**config.mk**
```make
export PLATFORM = sky130hd
export DESIGN_NAME = pipe_stage_skid
export DESIGN_NICKNAME = d
export VERILOG_FILES = /design/src/rtl/pipe_pkg.sv /design/src/rtl/pipe_slot.sv /design/src/rtl/pipe_stage_skid.sv
export SDC_FILE = /design/constraint.sdc
export NUM_CORES = 1
export LEC_CHECK = 0
export CAP_MARGIN = 30
export CELL_PAD_IN_SITES_DETAIL_PLACEMENT = 0
export CELL_PAD_IN_SITES_GLOBAL_PLACEMENT = 1
export CORE_MARGIN = 2
export CORE_UTILIZATION = 39
export CTS_CLUSTER_SIZE = 28
export DETAILED_ROUTE_END_ITERATION = 6
export PLACE_DENSITY = 0.85
export SYNTH_ARGS = -nofsm -noshare
export SYNTH_HDL_FRONTEND = slang
export SYNTH_SLANG_ARGS = --single-unit
```
**constraint.sdc**
```tcl
create_clock -name clk -period 4.5 [get_ports clk]
set_input_delay 1.125 -clock clk [delete_from_list [all_inputs] [get_ports clk]]
set_output_delay 1.125 -clock clk [all_outputs]
set_load 0.02 [all_outputs]
```
**src/rtl/pipe_pkg.sv**
```systemverilog
// Shared definitions for the generic pipeline stage registers: state encodings,
// the bubble control value and per-stage control bundle widths.
package pipe_pkg;

  localparam logic [1:0] ST_EMPTY = 2'd0;
  localparam logic [1:0] ST_ONE   = 2'd1;
  localparam logic [1:0] ST_TWO   = 2'd2;

  // All-zero control is the NOP; sized wide so any stage can cast it down.
  localparam logic [63:0] CTRL_NOP = 64'd0;

  localparam int CTRL_W_IDEX  = 12;
  localparam int CTRL_W_EXMEM = 8;

endpackage

```
**src/rtl/pipe_slot.sv**
```systemverilog
// One storage entry (valid + ctrl + data) of the skid pipeline stage.
// kill turns the entry into a bubble but keeps the payload; drop only invalidates it.
module pipe_slot
  import pipe_pkg::*;
#(
  parameter int DATA_W = 128,
  parameter int CTRL_W = 12
) (
  input  logic              clk,
  input  logic              reset,
  input  logic              load,
  input  logic              kill,
  input  logic              drop,
  input  logic [CTRL_W-1:0] d_ctrl,
  input  logic [DATA_W-1:0] d_data,
  output logic              q_valid,
  output logic [CTRL_W-1:0] q_ctrl,
  output logic [DATA_W-1:0] q_data
);

  always_ff @(posedge clk) begin
    if (reset) begin
      q_valid <= 1'b0;
      q_ctrl  <= CTRL_W'(CTRL_NOP);
      q_data  <= '0;
    end else if (kill) begin
      q_valid <= 1'b0;
      q_ctrl  <= CTRL_W'(CTRL_NOP);
    end else if (load) begin
      q_valid <= 1'b1;
      q_ctrl  <= d_ctrl;
      q_data  <= d_data;
    end else if (drop) begin
      q_valid <= 1'b0;
    end
  end

endmodule

```
**src/rtl/pipe_stage_skid.sv**
```systemverilog
// Valid/ready pipeline stage register with a 2-entry skid buffer and flush-to-bubble.
// Optional PIPE_PERF_CNT_EN adds saturating stall and flush counters.
module pipe_stage_skid
  import pipe_pkg::*;
#(
  parameter int DATA_W = 128,
  parameter int CTRL_W = 12,
  parameter int CNT_W  = 16
) (
  input  logic              clk,
  input  logic              reset,
  input  logic              flush,
  input  logic              in_valid,
  output logic              in_ready,
  input  logic [CTRL_W-1:0] in_ctrl,
  input  logic [DATA_W-1:0] in_data,
  output logic              out_valid,
  input  logic              out_ready,
  output logic [CTRL_W-1:0] out_ctrl,
  output logic [DATA_W-1:0] out_data
`ifdef PIPE_PERF_CNT_EN
  ,
  output logic [CNT_W-1:0]  perf_stall_cnt,
  output logic [CNT_W-1:0]  perf_flush_cnt
`endif
);

  logic [1:0]        state, state_n;
  logic              in_hs, out_hs;
  logic              main_valid, skid_valid;
  logic [CTRL_W-1:0] main_ctrl, skid_ctrl;
  logic [DATA_W-1:0] skid_data;
  logic              main_load, main_drop, skid_load, skid_drop;
  logic [CTRL_W-1:0] main_d_ctrl;
  logic [DATA_W-1:0] main_d_data;

  // Slot valids mirror the state register, so they drive the handshake directly.
  assign out_valid = main_valid;
  assign in_ready  = !flush && !skid_valid;
  assign in_hs     = in_valid && in_ready;
  assign out_hs    = out_valid && out_ready;
  assign out_ctrl  = main_valid ? main_ctrl : CTRL_W'(CTRL_NOP);

  always_comb begin
    state_n = state;
    if (flush) begin
      state_n = ST_EMPTY;
    end else begin
      case (state)
        ST_EMPTY: if (in_hs) state_n = ST_ONE;
        ST_ONE: begin
          if (in_hs && !out_hs)      state_n = ST_TWO;
          else if (out_hs && !in_hs) state_n = ST_EMPTY;
        end
        ST_TWO:   if (out_hs) state_n = ST_ONE;
        default:  state_n = ST_EMPTY;
      endcase
    end
  end

  always_ff @(posedge clk) begin
    if (reset) state <= ST_EMPTY;
    else       state <= state_n;
  end

  // Main refills from the skid entry when draining TWO, otherwise from the input.
  assign main_load   = (state == ST_EMPTY && in_hs) ||
                       (state == ST_ONE && in_hs && out_hs) ||
                       (state == ST_TWO && out_hs);
  assign main_drop   = (state == ST_ONE) && out_hs && !in_hs;
  assign main_d_ctrl = (state == ST_TWO) ? skid_ctrl : in_ctrl;
  assign main_d_data = (state == ST_TWO) ? skid_data : in_data;
  assign skid_load   = (state == ST_ONE) && in_hs && !out_hs;
  assign skid_drop   = (state == ST_TWO) && out_hs;

  pipe_slot #(.DATA_W(DATA_W), .CTRL_W(CTRL_W)) u_main (
    .clk     (clk),
    .reset   (reset),
    .load    (main_load),
    .kill    (flush),
    .drop    (main_drop),
    .d_ctrl  (main_d_ctrl),
    .d_data  (main_d_data),
    .q_valid (main_valid),
    .q_ctrl  (main_ctrl),
    .q_data  (out_data)
  );

  pipe_slot #(.DATA_W(DATA_W), .CTRL_W(CTRL_W)) u_skid (
    .clk     (clk),
    .reset   (reset),
    .load    (skid_load),
    .kill    (flush),
    .drop    (skid_drop),
    .d_ctrl  (in_ctrl),
    .d_data  (in_data),
    .q_valid (skid_valid),
    .q_ctrl  (skid_ctrl),
    .q_data  (skid_data)
  );

`ifdef PIPE_PERF_CNT_EN
  // Both counters stick at all-ones rather than wrapping.
  always_ff @(posedge clk) begin
    if (reset) begin
      perf_stall_cnt <= '0;
      perf_flush_cnt <= '0;
    end else begin
      if (out_valid && !out_ready && perf_stall_cnt != '1)
        perf_stall_cnt <= perf_stall_cnt + CNT_W'(1);
      if (flush && out_valid && perf_flush_cnt != '1)
        perf_flush_cnt <= perf_flush_cnt + CNT_W'(1);
    end
  end
`endif

endmodule

```
==> metrics.log, run 1 <==
INFO  metric detail_route.wirelength = between 30000 and 40000 um
INFO  metric dp_cells = ~1700
INFO  metric whs_endpoint = u_main.q_data[49]$_SDFFE_PP0P_
INFO  metric vdd_drop_max = approximately 290 uV
INFO  metric unrepaired_setup_endpoints_after_global_routing = false
INFO  metric place_ws = between 0.8 and 0.9 ns
INFO  metric r2r_setup_slack = around 2.2 ns
INFO  metric clock-skew-final = ~0.0092 ns
INFO  metric design.die.area = about 32000 um2
INFO  metric first_global_vias = around 10000
INFO  metric path_buf_inv = 2
INFO  metric timing.final.max_slew_violations = 0
INFO  metric ys_seq_elements = 284
INFO  metric max_freq = approximately 0.27 GHz
INFO  metric finalCoreUtilization = between 50 and 60%
INFO  metric critical_path.most_common_cell = clkdlybuf4s50_1
INFO  metric worst_slew_margin_rel = roughly a third
INFO  metric grt_first_pass_wirelength = approximately 56000 um
INFO  metric die-height = about 180 um
INFO  metric synth.cell_area = 11700 um2
INFO  metric maximum_number_of_pins_on_one_net_before_global_route_repair = about 160
INFO  metric floorplan.initialDensity = 39.6%
INFO  metric leading_cell_type_in_the_layout_fill_and_taps_excluded = clkdlybuf4s50_1
INFO  metric cts.repair.resized = 0
INFO  metric post-route-drc-count = 0
INFO  metric worst_hold_path_type = flop to flop
INFO  metric worst_hold_path.num_cells = 1
INFO  metric synth_fp_nets = around 1300
INFO  metric grt.overflow.total = 0
INFO  metric worst-setup-path-type = input pin to primary output
INFO  metric groute.usage.overall = 21.6%
INFO  metric finalHoldWorstSlack = between 0.4 and 0.5 ns
INFO  metric period_minus_slack = 3.64 ns
INFO  metric detailedRoute.firstPassIterationCount = 5
INFO  metric syn2layout_area_growth = 34.5%
INFO  metric max-clock-path-buffers = 3
INFO  metric layout_setup_ws = 0.858 ns
INFO  metric cts_max_level = 1
INFO  metric timing.final.hold_violations = 0
INFO  metric min_period_over_period = roughly 81%
INFO  metric yosys.cell_types.count = 31
INFO  metric die_w = approximately 180 um
INFO  metric layout.cells.non_filler = between 1500 and 2000
INFO  metric placement.io_buffers = about 290
INFO  metric cts-buffers-inserted = 31
INFO  metric cp-start-kind = input pin
INFO  metric avgRoutedWirePerCell = ~20 um
INFO  metric cts_tree = done
INFO  metric cp_top_family = buffers and inverters
INFO  metric vias = between 10000 and 15000
INFO  metric layout.cells.most_common_list = 285 x clkdlybuf4s50_1, 284 x dfxtp_1, 144 x a21oi_1
INFO  metric regToRegEndpoint = u_main.q_data[14]$_SDFFE_PP0P_
INFO  metric timing_worst_slew_pin_value = between 0.9 and 1 ns
INFO  metric final_layout_size_suffix_gt1_share = between 15 and 20%
INFO  metric final.setup.tns = 0 ns
INFO  metric power.leakage = roughly 5.3 nW
INFO  metric place_hpwl = 19700 um
INFO  metric cpPeakStageDelay = 0.62 ns
INFO  metric clock-sinks = ~280
INFO  metric min_delay_startpoint = u_main.q_data[49]$_SDFFE_PP0P_
INFO  metric worstRegToRegCells = 4
INFO  metric cts_setup_buffers = 0
INFO  metric worstSetupEndpointType = primary output
INFO  metric design.final.nets = 1521
INFO  metric cts-hold-fix-buffers = 0
INFO  metric pwr_density_cell = 367 nW/um2
INFO  metric timing.final.setup_violations = 0
INFO  metric clock_insertion_delay_worst_skew = 0.54 ns
INFO  metric clk_transition_reported_paths = roughly 0.060 ns
INFO  metric antenna_found_initial = 1
INFO  metric drv_cap = 0
INFO  metric synth_warnings = 0
INFO  metric slowest_cp_cell = clkdlybuf4s50_1
INFO  metric run_status = finished clean
INFO  metric post_synth.cell_area_avg = between 9 and 10 um2
INFO  metric drt_iter0_drc = 731
INFO  metric placement_rows = 63
INFO  metric ctsRootBufferMaster = clkbuf_16
INFO  metric synth_seq_area_share = between 40% and 50%
INFO  metric regToRegStartpoint = u_main.q_valid$_SDFFE_PP0P_
INFO  metric worstPathRequired = about 3.4 ns
INFO  metric place.gp.congestion = just over 0.7
INFO  metric critical_path_data_arrival_time = between 2 and 3 ns
INFO  metric design.portCount = around 290
INFO  metric vias_per_cell = 5.82
INFO  metric netlist_instances = 1184
INFO  metric path_cells = clkdlybuf4s50_1 -> nor2_1 -> clkdlybuf4s50_1
INFO  metric area_of_the_core = between 20000 and 30000 um2
INFO  metric path_max_fanout = 8
INFO  metric route.antenna.remaining_nets = 0
[metrics by stage]
| stage | instance area (um2) | power [W] |
|---|---|---|
| after floorplan | 11700 | 0.00294 |
| after global placement | 14700 | 0.00324 |
| after detailed placement | 14700 | 0.00324 |
| after CTS | 15800 | 0.00586 |
| after global routing | 15800 | 0.00602 |
| final | 15800 | 0.00580 |
[power by group]
group,leakage [nW],internal [W],switching (W)
Combinational,2.50,0.000278,0.000317
Clock,0.529,0.00158,0.00103
Sequential,2.30,0.00256,0.0000288
[final cells by class]
cell class	instances	area (um2)
Inverter	2	7.51
Fill cell	2669	13800
Clock buffer	43	911
Multi-Input combinational cell	753	5470
Clock inverter	14	161
Antenna cell	1	2.50
Sequential cell	284	5690
Timing Repair Buffer	303	3080
Tap cell	390	488
[cells by family (layout without fill, tap and decap cells)]
| logic type | count (synthesis) | after routing | share of synthesized area (%) |
|---|---|---|---|
| DFF | 284 | 284 | 48.4 |
| buffers and inverters | 147 | 362 | 5.58 |
| other | 0 | 1 | 0 |
| and+or+nand+nor | 167 | 167 | 7.43 |
| muxes | 140 | 140 | 13.3 |
| AOI/OAI and AO/OA | 445 | 445 | 25.2 |
| adders and majority gates | 1 | 1 | 0.106 |
[metal layers]
layer | track usage (%) | vias up | share of wire [%]
li1 | - | 4886 | -
met2 | 35.4 | 318 | 47
met4 | 5.81 | 0 | 2.2
met1 | 28.4 | 5163 | 44
met3 | 5.25 | 52 | 7.0
met5 | 0 | - | 0
[cell usage after synthesis (all sizes together)]
cell type,number,share of area [%]
o22ai,1,0.17
a21boi,1,0.064
buf,43,2.3
a211oi,24,1.5
ha,1,0.11
mux2,128,12
nand3b,1,0.064
and4b,1,0.085
mux2i,12,1.0
nor4b,1,0.075
nor3b,1,0.064
nand2,3,0.096
a21bo,1,0.085
a21oi,144,6.1
and2,12,0.64
a221oi,2,0.15
nand2b,3,0.16
dfxtp,284,48
clkbuf,102,3.3
o21a,1,0.064
or2,1,0.053
a32o,128,11
inv,2,0.064
o21ai,143,6.1
nand3,140,6.0
nor2,2,0.064
or4b,2,0.17
[registers in the layout (all words and copies together) (netlist names)]
name,count
state,2
u_skid.q_ctrl,12
u_skid.q_valid,1
u_main.q_data,128
u_main.q_ctrl,12
u_main.q_valid,1
u_skid.q_data,128
[worst register-to-register path, cell delays in order (launching register included)]
cell and delay [ns]:
dfxtp_1 0.79, nand2_1 0.32, o22ai_4 0.29, buf_4 0.53, a32o_1 0.32
[worst max path at each step]
stage | start | to | slack [ns] | cells after the start
6_report | flush | in_ready | 0.86 | 3
5_1_grt | flush | in_ready | 0.76 | 3
4_1_cts | flush | in_ready | 0.84 | 3
3_5_place_dp | flush | in_ready | 0.85 | 3
3_3_place_gp | flush | in_ready | 0.86 | 3
2_1_floorplan | flush | u_main.q_ctrl[10]$_SDFFE_PP0P_ | 1.91 | 7
Power figures use the tool's default switching activity.
==> run 2, diff against run 1 <==
CORE_UTILIZATION = 34   (was 39)
PLACE_DENSITY = 0.79   (was 0.85)
clock period = 3.2 ns   (was 4.5 ns; I/O delays follow)
==> run 2 against run 1 <==
Against the previous run: wire length rose by 5.2%; design area increased by 1.3%; first-iteration DRC count decreased by 14%; sequential share of layout area shrank 0.47 points; count of clock-buffer cells in the layout increased by 6; clock power grew 33%; sequential power up 41%; cell count grew 4.5%; via count rose by 0.47%; non-clock buffer count is 13 higher; global-route usage fell by 2.0 points.
==> metrics.log, run 2 (synthesis results as in run 1) <==
INFO  metric setup.worst_path.start = u_main.q_valid$_SDFFE_PP0P_ (was flush)
INFO  metric post-route-drc-count = 0 (unchanged)
INFO  metric leading_cell_type_in_the_layout_fill_and_taps_excluded = clkdlybuf4s50_1 (unchanged)
INFO  metric clk_transition_reported_paths = 0.06 ns (about the same)
INFO  metric clock-sinks = 284 (unchanged)
INFO  metric grt.overflow.total = 0 (unchanged)
INFO  metric antenna_found_initial = 2 (was 1)
INFO  metric drt_iter0_drc = 628 (was 731)
INFO  metric clock-skew-final = 0.00818 ns (was 0.00922 ns)
INFO  metric min_period_over_period = approximately 90%
INFO  metric die-height = 190 um (was 178 um)
INFO  metric vias_per_cell = 5.60 (was 5.82)
INFO  metric detailedRoute.firstPassIterationCount = 4 (was 5)
INFO  metric cpPeakStageDelay = 0.67 ns (was 0.62 ns)
INFO  metric area_of_the_core = 34300 um2 (was 29600 um2)
INFO  metric max-clock-path-buffers = 3 (unchanged)
INFO  metric cts_max_level = 1 (unchanged)
INFO  metric detail_route.wirelength = 37300 um (was 35500 um)
INFO  metric place.gp.congestion = 0.723 (was 0.728)
INFO  metric power.leakage = 5.39 nW (was 5.33 nW)
INFO  metric first_global_vias = 10166 (was 10243)
INFO  metric slowest_cp_cell = clkdlybuf4s50_1 (unchanged)
INFO  metric path_max_fanout = 16 (was 8)
INFO  metric cts.repair.resized = 0 (unchanged)
INFO  metric path_cells = and2_1 -> clkdlybuf4s50_1 (was clkdlybuf4s50_1 -> nor2_1 -> clkdlybuf4s50_1)
INFO  metric critical_path_data_arrival_time = 2.11 ns (was 2.52 ns)
INFO  metric regToRegStartpoint = state[0]$_SDFFE_PP0P_ (was u_main.q_valid$_SDFFE_PP0P_)
INFO  metric registers_with_the_most_flip_flops = u_main.q_data: 128 flops, u_skid.q_data: 128 flops (unchanged)
INFO  metric worst-setup-path-type = flop to primary output (was input pin to primary output)
INFO  metric route.antenna.remaining_nets = 0 (unchanged)
INFO  metric place_hpwl = 21500 um (was 19700 um)
INFO  metric placement.io_buffers = 286 (unchanged)
INFO  metric floorplan.initialDensity = 34.3% (was 39.6%)
INFO  metric max_freq = about 0.34 GHz
INFO  metric layout.cells.most_common_list = 285 x clkdlybuf4s50_1, 284 x dfxtp_1, 144 x a21oi_1 (unchanged)
INFO  metric final.setup.tns = 0 ns (unchanged)
INFO  metric timing.final.max_slew_violations = 0 (unchanged)
INFO  metric timing.final.setup_violations = 0 (unchanged)
INFO  metric drv_cap = 0 (unchanged)
INFO  metric unrepaired_setup_endpoints_after_global_routing = false (unchanged)
INFO  metric cts-buffers-inserted = 31 (unchanged)
INFO  metric final_layout_size_suffix_gt1_share = 15.3% (was 15.0%)
INFO  metric pwr_density_cell = 499 nW/um2 (was 367 nW/um2)
INFO  metric r2r_setup_slack = 0.87 ns (was 2.20 ns)
INFO  metric timing_worst_slew_pin_value = 0.920 ns (was 0.985 ns)
INFO  metric worstPathRequired = 2.40 ns (was 3.38 ns)
INFO  metric avgRoutedWirePerCell = 20.0 um (was 19.8 um)
INFO  metric placement_rows = 68 (was 63)
INFO  metric nFillCells = 3188 (was 2669)
INFO  metric worstRegToRegCells = 4 (unchanged)
INFO  metric cts_setup_buffers = 0 (unchanged)
INFO  metric worstSetupEndpointType = primary output (unchanged)
INFO  metric design.final.nets = 1534 (was 1521)
INFO  metric worst_slew_margin_rel = 38.7% (was 34.3%)
INFO  metric cp-start-kind = flop (was input pin)
INFO  metric run_status = finished clean (unchanged)
INFO  metric design.portCount = 287 (unchanged)
INFO  metric clock_insertion_delay_worst_skew = 0.56 ns (was 0.54 ns)
INFO  metric dp_cells = 1809 (was 1731)
INFO  metric design.die.area = 36100 um2 (was 31500 um2)
INFO  metric critPathCapture = out_ctrl[3] (was in_ready)
INFO  metric vdd_drop_max = 402 uV (was 293 uV)
INFO  metric layout.cells.non_filler = 1870 (was 1790)
INFO  metric cts-hold-fix-buffers = 0 (unchanged)
INFO  metric grt_first_pass_wirelength = 57600 um (was 55600 um)
INFO  metric groute.usage.overall = 19.6% (was 21.6%)
INFO  metric worst_hold_path_type = flop to flop (unchanged)
INFO  metric maximum_number_of_pins_on_one_net_before_global_route_repair = 153 (was 155)
INFO  metric timing.final.hold_violations = 0 (unchanged)
INFO  metric ctsRootBufferMaster = clkbuf_16 (unchanged)
INFO  metric cts_tree = done (unchanged)
INFO  metric die_w = 190 um (was 178 um)
INFO  metric vias = 10468 (was 10419)
INFO  metric regToRegEndpoint = u_main.q_data[71]$_SDFFE_PP0P_ (was u_main.q_data[14]$_SDFFE_PP0P_)
INFO  metric syn2layout_area_growth = 36.3% (was 34.5%)
INFO  metric period_minus_slack = 2.91 ns
==> run 2: changes by cell type in the layout (fill, tap and decap cells not counted), sizes merged <==
cell and delta:
buf +13, clkbuf +6, bufinv -2, clkinv -2, clkinvlp -1, diode +1
==> run 2: report_power, final <==
group	switching, W	internal, W	total, W	leakage [nW]
registers	0.0000403	0.00361	0.00365	2.30
clock network	0.00144	0.00203	0.00347	0.488
logic	0.000463	0.000419	0.000882	2.60
==> run 2: worst min path at each step <==
stage / startpoint / slack [ns] / end / depth (start not counted)
floorplan: u_skid.q_data[0]$_SDFFE_PP0P_ / 0.45 / u_skid.q_data[0]$_SDFFE_PP0P_ / 2
global placement: u_main.q_data[78]$_SDFFE_PP0P_ / 0.45 / u_main.q_data[78]$_SDFFE_PP0P_ / 1
detailed placement: u_main.q_data[72]$_SDFFE_PP0P_ / 0.45 / u_main.q_data[72]$_SDFFE_PP0P_ / 1
CTS: u_main.q_data[72]$_SDFFE_PP0P_ / 0.47 / u_main.q_data[72]$_SDFFE_PP0P_ / 1
global route: u_main.q_data[75]$_SDFFE_PP0P_ / 0.47 / u_main.q_data[75]$_SDFFE_PP0P_ / 1
finish: u_main.q_data[72]$_SDFFE_PP0P_ / 0.46 / u_main.q_data[72]$_SDFFE_PP0P_ / 1
==> run 2: per-stage QoR <==
stage          cell area, um2  setup WS, ns  hold WS [ns]  util, %  total power, W
3_5_place_dp            15000         0.173         0.453     43.7         0.00460
3_3_place_gp            15000         0.204         0.447     43.7         0.00459
6_report                16000         0.289         0.463     46.7         0.00800
5_1_grt                 16000         0.107         0.474     46.7         0.00829
2_1_floorplan           11700         0.936         0.451        -         0.00414
4_1_cts                 16000         0.163         0.467     46.6         0.00810
==> run 2: routing by layer <==
layer / vias up / track usage [%] / wire length, um
met1: 5161 / 25.7 / 16000
met2: 330 / 32.0 / 17700
li1: 4921 / - / -
met4: 0 / 5.37 / 900
met3: 56 / 4.78 / 2750
met5: - / 0 / 0
==> run 2: layout make-up <==
| class | count | area [um2] | share of cell area [%] |
|---|---|---|---|
| flip-flops and latches | 284 | 5690 | 35.5 |
| multi-input cells | 753 | 5470 | 34.1 |
| repair buffers | 316 | 3290 | 20.6 |
| clock buffers | 49 | 913 | 5.70 |
| well taps | 455 | 569 | 3.55 |
| clock inverters | 9 | 76.3 | 0.476 |
| inverters | 2 | 7.51 | 0.0469 |
| diodes | 2 | 5.00 | 0.0312 |
==> run 2: worst max-delay path: cells and delay by family, from the launching register on <==
kind          cells  cell delay, ns
simple gates      1            0.22
flops             1            0.66
buf+inv           1            0.67
==> patch (config.mk and constraints of run 2) <==
`DATA_W` is set to 128 in 2 places; all go to 256.
--- a/src/rtl/pipe_slot.sv
+++ b/src/rtl/pipe_slot.sv
@@ -3,7 +3,7 @@
 module pipe_slot
   import pipe_pkg::*;
 #(
-  parameter int DATA_W = 128,
+  parameter int DATA_W = 256,
   parameter int CTRL_W = 12
 ) (
   input  logic              clk,
--- a/src/rtl/pipe_stage_skid.sv
+++ b/src/rtl/pipe_stage_skid.sv
@@ -3,7 +3,7 @@
 module pipe_stage_skid
   import pipe_pkg::*;
 #(
-  parameter int DATA_W = 128,
+  parameter int DATA_W = 256,
   parameter int CTRL_W = 12,
   parameter int CNT_W  = 16
 ) (
Interface: changed (resized in_data and out_data); port bits go from 287 to 543. The function was not compared with the original's and may differ.
==> patch against run 2 <==
  * Die area increased by 71%
  * Count of clock-buffer cells in the layout up 40
  * Design area increased by 79%
  * Sequential cell count grew 256
  * Wire length rose by 72%
  * Power is 91% higher
  * Worst setup slack better by 0.037 ns
  * First-iteration DRC count increased by 25%
  * Synthesized area grew 73%
  * Critical path type unchanged
  * Critical endpoint is now out_ctrl[1]
==> patch: results (changes against run 2) <==
Leak = 11.6 nW (+120%)
# fillers = 5359 (+68%)
Worst Setup Slack post-DPL = 0.0906 ns (-0.0825 ns)
Vias in the first global route = 16800 (+65%)
Wire per inst = 18.8 µm (-5.8%)
Uppermost routed layer = met5
H-tree levels = 2 (+1)
Worst relative slew slack = 34.6% (-4.0 points)
Sequential area share after synthesis = 53.3% (+4.9 points)
Switch share = 22.8% (-1.6 points)
Post-DR vias/cell = 5.04 (-10%)
Synth cell types = 24 (-23%)
I/O Buffers = 542 (+90%)
TritonCTS Buffers = 57 (+84%)
RePlAce Congestion = 0.812 (+12%)
Synth Area in Compound Gates = 18.5% (-6.7 points)
Clock power frac = 46.0% (+2.6 points)
Max FO, Critical Path = 19 (+3)
Grt met2 use = 33.1% (+1.1 points)
Peak VDD IR = 0.387 mV (-3.7%)
Nets = 2860 (+86%)
Top flop regs = u_main.q_data x256, u_skid.q_data x256
Layout cell share with drive strength beyond 1 = 5.62% (-9.7 points)
Area after DPL = 0.0266 mm² (+77%)
Met2 routed WL = 30700 µm (+74%)
Multiplexer share of the synthesized area = 13.2% (-0.070 points)
Ranking of synthesized cells by area = dfxtp_1 (53%), mux2i_1 (13%), o2bb2ai_1 (11%)
Global-route met3 utilization = 4.93% (+0.16 points)
Status = finished clean
Detailed Place HPWL = 41600 µm (+93%)
Post-synth top cells = nand2_1 (542), dfxtp_1 (540), a21oi_1 (275), mux2i_1 (268), o2bb2ai_1 (256)
Adder-Cell Fraction of Synth Area = 0.0617% (-0.045 points)
DRT iter0 DRCs = 785 (+25%)
Post-Synthesis Cells = 2118 (+79%)
First-pass GRT wire length = 97500 µm (+69%)
Fin Clk Skew = 0.0140 ns (+0.00586 ns)
All-Layer GR Usage = 19.7% (+0.17 points)
Clk pwr = 0.00703 W (+100%)
Drt total wl = 64100 µm (+72%)
-- patch: final cells by class --
cell class                 instances  area share [%]
antenna                            2          0.0175
clock buffer                      89            6.04
clock inverter                    18           0.971
inverter                           2          0.0262
multi-input combinational       1396            30.5
sequential                       540            37.8
tap                              773            3.38
timing repair buffer             589            21.3
-- patch: path summary, 6_finish.rpt --
kind | startpoint | end | slack (ns) | cells after the start
setup / recovery | u_main.q_valid | out_ctrl[1] | 0.33 | 2
hold / removal | u_skid.q_data[40] | u_skid.q_data[40] | 0.45 | 2
setup reg to reg | state[0] | u_main.q_data[113] | 0.82 | 6
hold reg to reg | u_skid.q_data[40] | u_skid.q_data[40] | 0.45 | 2
-- patch: repair_timing --
action | CTS | global route
setup endpoints to repair | 0 | 11
hold endpoints to repair | 0 | 0
gates resized for setup | 0 | 1
-- patch: worst min-delay path, delay by kind of cell (launching register included) --
family	cells	cell delay [ns]
AND/OR/NAND/NOR	1	0.05
flip-flops	1	0.31
AO/OA/AOI/OAI	1	0.05
